<file path="config.mk">
export PLATFORM = sky130hd
export DESIGN_NAME = l1icache_param
export DESIGN_NICKNAME = d
export VERILOG_FILES = /design/src/rtl/l1icache_param.sv
export SDC_FILE = /design/constraint.sdc
export NUM_CORES = 1
export LEC_CHECK = 0
export CAP_MARGIN = 20
export CELL_PAD_IN_SITES_DETAIL_PLACEMENT = 1
export CELL_PAD_IN_SITES_GLOBAL_PLACEMENT = 1
export CORE_UTILIZATION = 38
export CTS_CLUSTER_SIZE = 28
export DETAILED_ROUTE_END_ITERATION = 16
export PLACE_DENSITY_LB_ADDON = 0.2
export SLEW_MARGIN = 30
export SYNTH_ARGS = -nofsm -noshare
export SYNTH_HDL_FRONTEND = slang
export SYNTH_SLANG_ARGS = --single-unit
</file>
<file path="constraint.sdc">
create_clock -name clk -period 3.8 [get_ports clk]
set_input_delay 0.76 -clock clk [delete_from_list [all_inputs] [get_ports clk]]
set_output_delay 0.76 -clock clk [all_outputs]
set_load 0.01 [all_outputs]
</file>
<file path="src/rtl/l1icache_param.sv">
// l1icache_param: parametrised direct-mapped L1 instruction cache.
// This block sits between the fetch stage and a Wishbone burst bus.
// Tags and data live in external single-port SRAM macros with active-low
// enables. Line validity is kept in flops, so a flush or reset empties the
// cache in a single cycle.
module l1icache_param #(
    parameter int ADDR_W     = 32,
    parameter int SETS       = 256,
    parameter int LINE_WORDS = 2,
    localparam int IDX_W     = $clog2(SETS),
    localparam int WOFF_W    = $clog2(LINE_WORDS),
    localparam int OFF_W     = WOFF_W + 2,
    localparam int TAG_W     = ADDR_W - IDX_W - OFF_W
) (
    input  logic                    clk,
    input  logic                    rstn,
    // fetch request
    input  logic                    req_valid_i,
    output logic                    req_ready_o,
    input  logic [ADDR_W-1:0]       req_addr_i,
    // fetch response
    output logic                    resp_valid_o,
    input  logic                    resp_ready_i,
    output logic [31:0]             resp_data_o,
    output logic [ADDR_W-1:0]       resp_addr_o,
    // fence.i
    input  logic                    flush_i,
    // tag SRAM
    output logic                    tag_cen_o,
    output logic                    tag_wen_o,
    output logic [IDX_W-1:0]        tag_idx_o,
    output logic [TAG_W-1:0]        tag_din_o,
    input  logic [TAG_W-1:0]        tag_dout_i,
    // data SRAM
    output logic                    data_cen_o,
    output logic                    data_wen_o,
    output logic [IDX_W+WOFF_W-1:0] data_idx_o,
    output logic [31:0]             data_din_o,
    input  logic [31:0]             data_dout_i,
    // Wishbone master
    output logic                    wb_cyc_o,
    output logic                    wb_stb_o,
    output logic                    wb_we_o,
    output logic [ADDR_W-1:0]       wb_adr_o,
    output logic [9:0]              wb_bl_o,
    input  logic                    wb_ack_i,
    input  logic [31:0]             wb_dat_i,
    // performance counters
    output logic [31:0]             perf_hit_o,
    output logic [31:0]             perf_miss_o
);

    typedef enum logic [1:0] {
        S_IDLE   = 2'd0,
        S_LOOKUP = 2'd1,
        S_REFILL = 2'd2,
        S_RESP   = 2'd3
    } state_t;

    localparam logic [WOFF_W-1:0] LAST_BEAT = WOFF_W'(LINE_WORDS - 1);

    state_t              state_q, state_d;
    logic [SETS-1:0]     valid_q, valid_d;
    logic                flush_pend_q, flush_pend_d;
    logic [WOFF_W-1:0]   beat_q, beat_d;
    logic [ADDR_W-1:0]   addr_q, addr_d;
    logic [31:0]         resp_data_q, resp_data_d;
    logic [31:0]         perf_hit_q, perf_hit_d;
    logic [31:0]         perf_miss_q, perf_miss_d;

    // Address fields of the incoming request and of the saved request.
    logic [IDX_W-1:0]    req_idx_s;
    logic [WOFF_W-1:0]   req_word_s;
    logic [TAG_W-1:0]    sv_tag_s;
    logic [IDX_W-1:0]    sv_idx_s;
    logic [WOFF_W-1:0]   sv_word_s;
    logic                hit_s;

    assign req_idx_s  = req_addr_i[OFF_W+IDX_W-1:OFF_W];
    assign req_word_s = req_addr_i[OFF_W-1:2];
    assign sv_tag_s   = addr_q[ADDR_W-1:OFF_W+IDX_W];
    assign sv_idx_s   = addr_q[OFF_W+IDX_W-1:OFF_W];
    assign sv_word_s  = addr_q[OFF_W-1:2];
    assign hit_s      = valid_q[sv_idx_s] & (tag_dout_i == sv_tag_s);

    // Outputs that are either held in flops or are fixed.
    assign resp_data_o = resp_data_q;
    assign resp_addr_o = addr_q;
    assign perf_hit_o  = perf_hit_q;
    assign perf_miss_o = perf_miss_q;
    assign wb_stb_o    = wb_cyc_o;
    assign wb_we_o     = 1'b0;
    assign wb_adr_o    = {sv_tag_s, sv_idx_s, beat_q, 2'b00};
    assign wb_bl_o     = wb_cyc_o ? 10'(LINE_WORDS - 1) : 10'd0;
    assign tag_din_o   = sv_tag_s;
    assign data_din_o  = wb_dat_i;

    // Next-state, SRAM strobes and handshake decode for the cache controller.
    always_comb begin
        state_d      = state_q;
        valid_d      = valid_q;
        flush_pend_d = flush_pend_q;
        beat_d       = beat_q;
        addr_d       = addr_q;
        resp_data_d  = resp_data_q;
        perf_hit_d   = perf_hit_q;
        perf_miss_d  = perf_miss_q;
        req_ready_o  = 1'b0;
        resp_valid_o = 1'b0;
        wb_cyc_o     = 1'b0;
        tag_cen_o    = 1'b1;
        tag_wen_o    = 1'b1;
        tag_idx_o    = sv_idx_s;
        data_cen_o   = 1'b1;
        data_wen_o   = 1'b1;
        data_idx_o   = {sv_idx_s, beat_q};

        // A flush that arrives while busy is remembered and applied in IDLE,
        // so it also wipes the line being filled right now.
        if ((state_q != S_IDLE) && flush_i) begin
            flush_pend_d = 1'b1;
        end else begin
            flush_pend_d = flush_pend_d;
        end

        case (state_q)
            S_IDLE: begin
                req_ready_o = ~flush_i & ~flush_pend_q;
                if (flush_i | flush_pend_q) begin
                    valid_d      = '0;
                    flush_pend_d = 1'b0;
                end else if (req_valid_i) begin
                    addr_d     = req_addr_i;
                    tag_cen_o  = 1'b0;
                    tag_idx_o  = req_idx_s;
                    data_cen_o = 1'b0;
                    data_idx_o = {req_idx_s, req_word_s};
                    state_d    = S_LOOKUP;
                end else begin
                    state_d = S_IDLE;
                end
            end
            S_LOOKUP: begin
                if (hit_s) begin
                    resp_data_d = data_dout_i;
                    perf_hit_d  = perf_hit_q + 32'd1;
                    state_d     = S_RESP;
                end else begin
                    perf_miss_d = perf_miss_q + 32'd1;
                    beat_d      = '0;
                    state_d     = S_REFILL;
                end
            end
            S_REFILL: begin
                wb_cyc_o = 1'b1;
                if (wb_ack_i) begin
                    data_cen_o = 1'b0;
                    data_wen_o = 1'b0;
                    beat_d     = beat_q + WOFF_W'(1);
                    if (beat_q == sv_word_s) begin
                        resp_data_d = wb_dat_i;
                    end else begin
                        resp_data_d = resp_data_q;
                    end
                    if (beat_q == LAST_BEAT) begin
                        tag_cen_o         = 1'b0;
                        tag_wen_o         = 1'b0;
                        valid_d[sv_idx_s] = 1'b1;
                        state_d           = S_RESP;
                    end else begin
                        state_d = S_REFILL;
                    end
                end else begin
                    state_d = S_REFILL;
                end
            end
            S_RESP: begin
                resp_valid_o = 1'b1;
                if (resp_ready_i) begin
                    state_d = S_IDLE;
                end else begin
                    state_d = S_RESP;
                end
            end
            default: begin
                state_d = S_IDLE;
            end
        endcase
    end

    // State and datapath registers with synchronous active-low reset.
    always_ff @(posedge clk) begin
        if (!rstn) begin
            state_q      <= S_IDLE;
            valid_q      <= '0;
            flush_pend_q <= 1'b0;
            beat_q       <= '0;
            addr_q       <= '0;
            resp_data_q  <= 32'd0;
            perf_hit_q   <= 32'd0;
            perf_miss_q  <= 32'd0;
        end else begin
            state_q      <= state_d;
            valid_q      <= valid_d;
            flush_pend_q <= flush_pend_d;
            beat_q       <= beat_d;
            addr_q       <= addr_d;
            resp_data_q  <= resp_data_d;
            perf_hit_q   <= perf_hit_d;
            perf_miss_q  <= perf_miss_d;
        end
    end

endmodule
</file>
After elaboration in Yosys (flattened, before gate mapping)
Index checks and enable logic that the tools add are counted.
{"block": "word_totals", "ff_bits": 388, "inputBits": 123, "wordCells": 89}
{"block": "classes", "addsub": 3, "n_lt_le_gt_ge": 2, "n_eq_ne": 12, "muxes": 44, "bitwise_logic": 8, "reduce_logical": 12}
{"operator": "2-to-1 mux 256 bit", "n": 3}
{"operator": "one-hot mux 256 bit (2 select lines)", "n": 1}
{"operator": "OR 256 bit", "n": 1}
{"operator": "2-to-1 mux 32 bit", "n": 3}
{"operator": "adder 32 x 1 -> 32 bit, second input constant", "n": 2}
{"operator": "one-hot mux 32 bit (2 select lines)", "n": 1}
{"operator": "2-to-1 mux 9 bit", "n": 3}
{"operator": "2-to-1 mux 8 bit", "n": 3}
{"operator": "equality test 21 bit", "n": 1}
{"operator": "2-to-1 mux 1 bit", "n": 21}
{"operator": "inequality test 2 bit, second input constant", "n": 7}
{"operator": "less-than comparator 8 x 9 -> 1 bit, second input constant", "n": 1}
{"operator": "binary-select mux 1 bit (select 8 bit)", "n": 1}
{"operator": "demux 1 bit (select 8 bit)", "n": 1}
{"operator": "greater-or-equal comparator 8 x 1 -> 1 bit, second input constant", "n": 1}
{"operator": "one-hot mux 2 bit (4 select lines)", "n": 1}
{"operator": "AND reduction 4 bit", "n": 2}
{"operator": "2-to-1 mux 2 bit", "n": 3}
{"operator": "one-hot mux 1 bit (2 select lines)", "n": 3}
{"operator": "AND reduction 3 bit", "n": 2}
{"operator": "nonzero test 2 bit", "n": 3}
{"operator": "equality test 2 bit, second input constant", "n": 2}
{"operator": "inverter 1 bit", "n": 4}
{"operator": "AND reduction 2 bit", "n": 2}
{"operator": "other kinds (7)", "n": 9}

Depth between registers and ports, before layout
Gate-level depths: netlist (run 1).
{"block": "depth", "ltp_word": 8, "depth_mapped": 16}

Least setup slack after synthesis (run 1)
Ideal clock, no wire load.
{"block": "synth_path", "kind": "register to register", "from": "reg addr_q[6], in the netlist resp_addr_o[6]", "to": "reg perf_miss_q[30], in the netlist perf_miss_o[30]", "setup_ps": 132, "arrival_ps": 3168, "required_time_ps": 3668, "path_slack_ps": 500, "stages_incl_launch_ff": 15, "path_buffers": 6, "path_cell_list": "dfxtp_1 -> buf_2 -> buf_2 -> buf_2 -> clkbuf_1 -> mux4_2 -> o211ai_1 -> nand4_1 -> a21oi_2 -> nand3_2 -> o21a_1 -> buf_2 -> buf_2 -> o41ai_1 -> a21oi_1"}
{"block": "synth_via", "elab_chain_len": 5}
{"element": "start, declared", "line": "66", "source": "logic [ADDR_W-1:0] addr_q, addr_d;"}
{"element": "start signal, assigned", "line": "207", "source": "addr_q <= addr_d;"}
{"element": "binary-select mux 1 bit (select 8 bit)", "line": "84", "source": "assign hit_s = valid_q[sv_idx_s] & (tag_dout_i == sv_tag_s);"}
{"element": "2-to-1 mux 1 bit (not written as such)", "line": "84"}
{"element": "bitwise AND 1 bit", "line": "84"}
{"element": "inverter 1 bit (no line)"}
{"element": "AND reduction 2 bit (no line)"}
{"element": "end signal, assigned", "line": "210", "source": "perf_miss_q <= perf_miss_d;"}
{"element": "end, declared", "line": "69", "source": "logic [31:0] perf_miss_q, perf_miss_d;"}
Every way passes these cells. The select of a mux whose other input is x is not followed.
A chain may end at the register's enable or synchronous reset.

Worst setup path in the final report (run 1)
{"block": "layout_path", "from": "in flush_i", "to": "out tag_idx_o[6]"}
{"block": "layout_via", "elab_chain_len": 3}
{"element": "start, declared", "line": "27", "source": "input logic flush_i,"}
{"element": "OR 1 bit", "line": "129", "source": "if (flush_i | flush_pend_q) begin"}
{"element": "2-to-1 mux 8 bit", "line": "129"}
{"element": "2-to-1 mux 8 bit", "line": "126", "source": "case (state_q)"}
{"element": "end, declared", "line": "31", "source": "output logic [IDX_W-1:0] tag_idx_o,"}
Every way passes these cells.

==> results of run 1 <==
-- report_power, final --
group          switching, mW  internal [mW]  total [mW]
Combinational          0.583          0.490        1.07
Clock                   1.75           2.73        4.48
Sequential            0.0650           4.11        4.18
Total                   2.40           7.33        9.73
-- final timing paths --
kind,endpoint,from,cells past startpoint
max,tag_idx_o[6],flush_i,7
min,resp_addr_o[0],resp_addr_o[0],2
max reg2reg,perf_hit_o[31],resp_addr_o[5],11
min reg2reg,resp_addr_o[0],resp_addr_o[0],2
-- layout make-up --
class	count	area, sq um
tap	592	741
multi-input combinational	1338	8060
timing repair buffer	429	4250
inverter	11	41.3
fill	5048	22000
sequential	388	7770
clock inverter	14	178
clock buffer	65	1350
-- registers in the layout, indices dropped and copies added (netlist names) --
name and count:
flush_pend_q 1, resp_addr_o 32, valid_q 256, resp_data_o 32, perf_hit_o 32, state_q 2
perf_miss_o 32, beat_q 1
-- kinds of logic after synthesis --
| logic type | Yosys count | share of synthesized area |
|---|---|---|
| AO/OA/AOI/OAI | 546 | 0.192 |
| XOR/XNOR | 24 | 0.0122 |
| adder cells (fa/ha/maj) | 2 | 0.00145 |
| buffers and inverters | 266 | 0.0879 |
| flip-flops | 388 | 0.452 |
| multiplexers | 111 | 0.0824 |
| other | 1 | 0.000218 |
| AND/OR/NAND/NOR | 643 | 0.172 |
-- worst register-to-register path, cell delays in order, from the launching register on --
cell	delay, ns
dfxtp_1	0.48
nand2b_1	0.49
a21oi_1	0.29
nand3_1	0.13
and4_1	0.23
a221oi_2	0.49
o311a_2	0.34
o211ai_4	0.11
buf_12	0.20
buf_12	0.21
or3_1	0.36
a21oi_1	0.14
-- synth_stat cells (6+ instances only) --
cell type / instances / area, sq um
mux4_2: 24 / 541
o221a_2: 32 / 360
buf_6: 6 / 67.6
a21oi_1: 362 / 1810
o21a_1: 37 / 278
and3_1: 13 / 81.3
o21ai_0: 19 / 95.1
a211oi_1: 6 / 45.0
nand3_1: 44 / 220
inv_1: 10 / 37.5
and2_1: 8 / 50.1
nor2_1: 295 / 1110
nand2_1: 129 / 484
o31ai_1: 36 / 270
clkbuf_1: 114 / 428
nor2b_1: 19 / 119
or4_1: 38 / 285
mux2i_1: 82 / 821
buf_4: 110 / 826
nor3_1: 24 / 120
nand4_1: 17 / 106
or3_1: 17 / 106
dfxtp_1: 388 / 7770
nand2b_1: 15 / 93.8
xnor2_1: 20 / 175
buf_2: 18 / 90.1
and4_1: 6 / 52.6
nor4_1: 10 / 62.6
a22oi_1: 27 / 203
-- what timing repair did --
item	4_1_cts	5_1_grt
endpoints found under the setup margin	0	72
endpoints found under the hold margin	0	0
resized for setup	0	2
-- layer usage --
layer | global-route usage | vias to the layer above
met2 | 0.443 | 401
met1 | 0.325 | 7761
li1 | - | 7379
met5 | 0 | -
met4 | 0.0812 | 0
met3 | 0.0662 | 105
-- stage by stage --
step	hold WS (ns)	instances
finish	0.458	2837
global placement	0.442	2758
CTS	0.466	2837
global route	0.483	2837
detailed placement	0.453	2758
floorplan	0.429	1992
==> results.md, run 1 <==
* Status: complete, no violations
* Period utilisation layout at 0.961
* Grt total ovfl at 0
* EDFF count, synth at 0
* H-tree Lvls at 2
* Crit end category: output pin
* Largest net degree at the start of global routing at 187
* Final setup fails at 0
* Critical Path RT at 3.04 ns
* Met3 WL post-DR at 3740 microns
* Crit path kind: input port to output pin
* Skew-Pair Late Insertion Delay at 0.57 ns
* Critical path peak fanout at 28
* Worst EP arrival at 2.89 ns
* Commonest non-fill, non-tap cell in the layout: dfxtp_1
* Chip Height at 215 microns
* Layout cells sized above 1 at 0.107
* Max-Cap Viols at 0
* Number of hold violations in the final report at 0
* PortBufs at 359
* I/O pin cnt at 372
* HP Class: flop to flop
* First-pass GRT wire length at 94800 microns
* Number of synthesized register bits at 388
* Vias at 15646
* Most common flop cell mapped by yosys: dfxtp_1
* Vias/cell at 5.51
* CTS Buf Count at 44
* Commonest non-fill, non-tap cells in the layout: dfxtp_1, a21oi_1, clkdlybuf4s50_1, nor2_1, nand2_1
* Worst setup SP type: input port
* Final WS setup at 0.149 ns
* WL met1 at 26800 microns
* Iter 0 DRT Violations at 953
* Row Count at 77
* Yosys warning count at 0
* Worst IR Drop VDD at 0.000288 V
* Die width at 215 microns
* Max Used Layer: met4
* Layout net count at 2337
* Worst path max stage delay at 0.58 ns
* DIE AREA at 0.0461 sq mm
* Worst slew margin at 0.364
* Slew @ Worst Pin at 0.954 ns
* Setup_tns at 0 ns
* Final Max Slew Viols at 0
* DP HPWL at 41500 microns
* All-layer global routing usage at 0.262
* Initial antenna violation count at 1
* Fin area at 0.0224 sq mm
* Critical Path, Cell by Cell: clkdlybuf4s50_1 > nor4_1 > and2_1 > buf_12 > nand2_1 > nand2_1 > clkdlybuf4s50_1
* Synthesized cell area at 0.0172 sq mm
* Vias in the first global route at 16236
* CTS tree: built
* Max Fclk at 0.274 GHz
* CTS Sinks at 388
* DP Worst Slack at -0.0428 ns
* Clk slew on worst S/H paths at 0.06 ns
* Setup Skew at 0.0189 ns
* CTS Hold Bufs at 0
* Fin crit period at 3.65 ns
* Post-CTS Setup Inserts at 0
* Synth unique cells at 56
* Top Family by Delay on Critical Path: buffers and inverters
* Pwr/cell area at 435 mW/mm^2
* Core area at 0.0444 sq mm
* Root Buffer: clkbuf_16
* Clock Path Buffers at 3
* Final ANT Viol Nets at 0
* RSZ-0062 raised after global routing: no
* # diodes at 0
* WL met2 at 30100 microns
* FF-to-FF setup slack at 0.26 ns
* Layout area overhead at 30.2%
* DRC viols at 0
* Share of synthesized flip-flops with an asynchronous set or reset at 0
* Routability cong. at 0.882
* Pre-antenna DRT Iters at 5
* Placed cell areas at 0.0208 sq mm
* Avg Inst Size Synth at 8.68 sq um
* Total power at 9.73 mW
* Slowest-stage cell, CP: clkdlybuf4s50_1
* Post-synthesis sequential area ratio at 0.452
* Leak at 7.49 nW
* Layout Utilization at 0.504
* Buf/Inv on CP at 3
* Post-Synthesis Cells at 1981
* Routed wire length at 62100 microns
* Starting Density at 0.387
* Wire per inst at 21.9 microns
(Power assumes the default switching activity.)
==> run 2: changes to the inputs <==
- PLACE_DENSITY: unset -> 0.85
- PLACE_DENSITY_LB_ADDON: 0.2 -> unset
==> run 2 against run 1 <==
- sequential share of layout area is essentially flat
- critical path type is now flop to flop
- highest routed layer unchanged
- final cell count is essentially flat
- sequential power is essentially flat
- register-to-register slack lost 0.15 ns
- utilization is essentially flat
- setup slack lost 0.042 ns
==> results.md, run 2 (same netlist as run 1, synthesis figures left out) <==
* Root Buffer: clkbuf_16 (unchanged)
* HP Class: flop to flop (unchanged)
* Routability cong. at 0.850 (was 0.882)
* Setup_tns at 0 ns (unchanged)
* I/O pin cnt at 372 (unchanged)
* WL met2 at 30600 microns (was 30100 microns)
* Critical Path, Cell by Cell: buf_4 > buf_4 > mux2i_1 > a22oi_1 > nand3_1 > and3_1 > a221oi_2 > o311a_2 > o211ai_2 > or4_1 > a21oi_1 (was clkdlybuf4s50_1 > nor4_1 > and2_1 > buf_12 > nand2_1 > nand2_1 > clkdlybuf4s50_1)
* Wire per inst at 22.2 microns (was 21.9 microns)
* Final Max Slew Viols at 0 (unchanged)
* DRC viols at 0 (unchanged)
* CTS Sinks at 388 (unchanged)
* Worst EP arrival at 4.19 ns (was 2.89 ns)
* Worst setup SP type: flop (was input port)
* Number of hold violations in the final report at 0 (unchanged)
* First-pass GRT wire length at 96600 microns (was 94800 microns)
* Critical Path RT at 4.30 ns (was 3.04 ns)
* Starting Density at 0.387 (unchanged)
* Max Used Layer: met4 (unchanged)
* Crit path kind: flop to flop (was input port to output pin)
* Vias in the first global route at 17134 (was 16236)
* Final setup fails at 0 (unchanged)
* Chip Height at 215 microns (unchanged)
* Clock Path Buffers at 3 (unchanged)
* Layout net count at 2342 (was 2337)
* Worst slew margin at 0.359 (was 0.364)
* Clk slew on worst S/H paths at 0.07 ns (was 0.06 ns)
* Leak at 7.47 nW (was 7.49 nW)
* Pre-antenna DRT Iters at 5 (unchanged)
* Iter 0 DRT Violations at 1158 (was 953)
* Period utilisation layout at 0.972 (was 0.961)
* CTS Buf Count at 41 (was 44)
* Total power at 9.60 mW (was 9.73 mW)
* # diodes at 0 (unchanged)
* Initial antenna violation count at 0 (was 1)
* Skew-Pair Late Insertion Delay at 0.57 ns (about the same)
* Layout Utilization at 0.504 (about the same)
* Max Fclk at 0.271 GHz (was 0.274 GHz)
* Fin crit period at 3.69 ns (was 3.65 ns)
* Grt total ovfl at 0 (unchanged)
* Worst path max stage delay at 0.63 ns (was 0.58 ns)
* DP HPWL at 42700 microns (was 41500 microns)
* PortBufs at 359 (unchanged)
* Routed wire length at 62900 microns (was 62100 microns)
* Status: complete, no violations (unchanged)
* Setup Skew at 0.0329 ns (was 0.0189 ns)
* CTS tree: built (unchanged)
* Most Frequent Cell on Critical Path: buf_4
* Layout cells sized above 1 at 0.107 (about the same)
* Max-Cap Viols at 0 (unchanged)
* H-tree Lvls at 2 (unchanged)
* Vias/cell at 5.71 (was 5.51)
* Slew @ Worst Pin at 0.962 ns (was 0.954 ns)
* Row Count at 77 (unchanged)
* Largest net degree at the start of global routing at 83 (was 187)
* Dpl cells at 2765 (was 2758)
* All-layer global routing usage at 0.264 (was 0.262)
* Max FFs per register at 256 (unchanged)
* DIE AREA at 0.0461 sq mm (unchanged)
* Smallest hold slack at 0.458 ns (about the same)
* Pwr/cell area at 429 mW/mm^2 (was 435 mW/mm^2)
* WL met1 at 25500 microns (was 26800 microns)
* Met3 WL post-DR at 4610 microns (was 3740 microns)
* Non-Filler Instances at 2839 (was 2837)
* Worst IR Drop VDD at 0.000284 V (was 0.000288 V)
* Vias at 16214 (was 15646)
* Commonest non-fill, non-tap cell in the layout: dfxtp_1 (unchanged)
* Final ANT Viol Nets at 0 (unchanged)
* Die width at 215 microns (unchanged)
* RSZ-0062 raised after global routing: yes (was no)
* Layout area overhead at 30.1% (was 30.2%)
* Slowest-stage cell, CP: or4_1 (was clkdlybuf4s50_1)
* Crit end category: flop (was output pin)
* Critical path peak fanout at 19 (was 28)
* Commonest non-fill, non-tap cells in the layout: dfxtp_1, a21oi_1, clkdlybuf4s50_1, nor2_1, nand2_1 (unchanged)
* Core area at 0.0444 sq mm (unchanged)
* Largest Register: valid_q (unchanged)
run 2: changes by cell type in the layout (fill, tap and decap cells not counted), moves of 2 or more:
cell	delta
clkinv_2	-2
clkbuf_16	-2
clkbuf_8	-7
clkinvlp_4	+2
buf_4	+7
bufinv_16	+2
run 2: repair_timing:
item	in CTS	in global routing
gates resized for setup	0	2
buffers inserted	0	0
hold endpoints to repair	0	0
hold buffers	0	0
endpoints found under the setup margin	0	47
run 2: power by group:
group	switching, mW	internal [mW]
sequential	0.0675	4.11
clock	1.70	2.63
combinational	0.585	0.498
run 2: routing by layer:
metal,vias up,global-route usage
met5,-,0
met4,0,0.106
met3,134,0.0688
met2,563,0.441
met1,8146,0.322
li1,7371,-
run 2: critical path, delay by kind of cell, from the launching register on:
family / cells / cell delay (ns)
mux: 1 / 0.10
simple gates: 3 / 0.93
flops: 1 / 0.47
buf+inv: 2 / 0.56
compound gates: 5 / 1.52
run 2: worst paths after layout:
| path | from | endpoint | slack (ns) | depth (start not counted) |
|---|---|---|---|---|
| worst max-delay path | resp_addr_o[4] | perf_hit_o[23] | 0.11 | 11 |
| worst min-delay path | resp_addr_o[0] | resp_addr_o[0] | 0.46 | 2 |
| worst max register to register | resp_addr_o[4] | perf_hit_o[23] | 0.11 | 11 |
| worst min register to register | resp_addr_o[0] | resp_addr_o[0] | 0.46 | 2 |
run 2: per-stage QoR:
stage / instance area, sq um / worst slack (ns)
final: 22400 / 0.107
after detailed placement: 20900 / 0.0651
after floorplan: 17200 / 0.500
after global placement: 20900 / 0.192
after global routing: 22400 / -0.0145
after CTS: 22300 / 0.0506
run 2: area by class of cell:
| cell class | instances | area, sq um |
|---|---|---|
| fillers | 4991 | 22000 |
| multi-input cells | 1339 | 8070 |
| flip-flops and latches | 388 | 7770 |
| repair buffers | 436 | 4300 |
| clock buffers | 57 | 1210 |
| well taps | 592 | 741 |
| clock inverters | 16 | 243 |
| inverters | 11 | 41.3 |
==> run 3: changes to the inputs <==
- GPL_TIMING_DRIVEN: unset -> 1
- TNS_END_PERCENT: unset -> 10
==> results of run 3 <==
Final layout, timing and power as in run 2 (identical DEF).
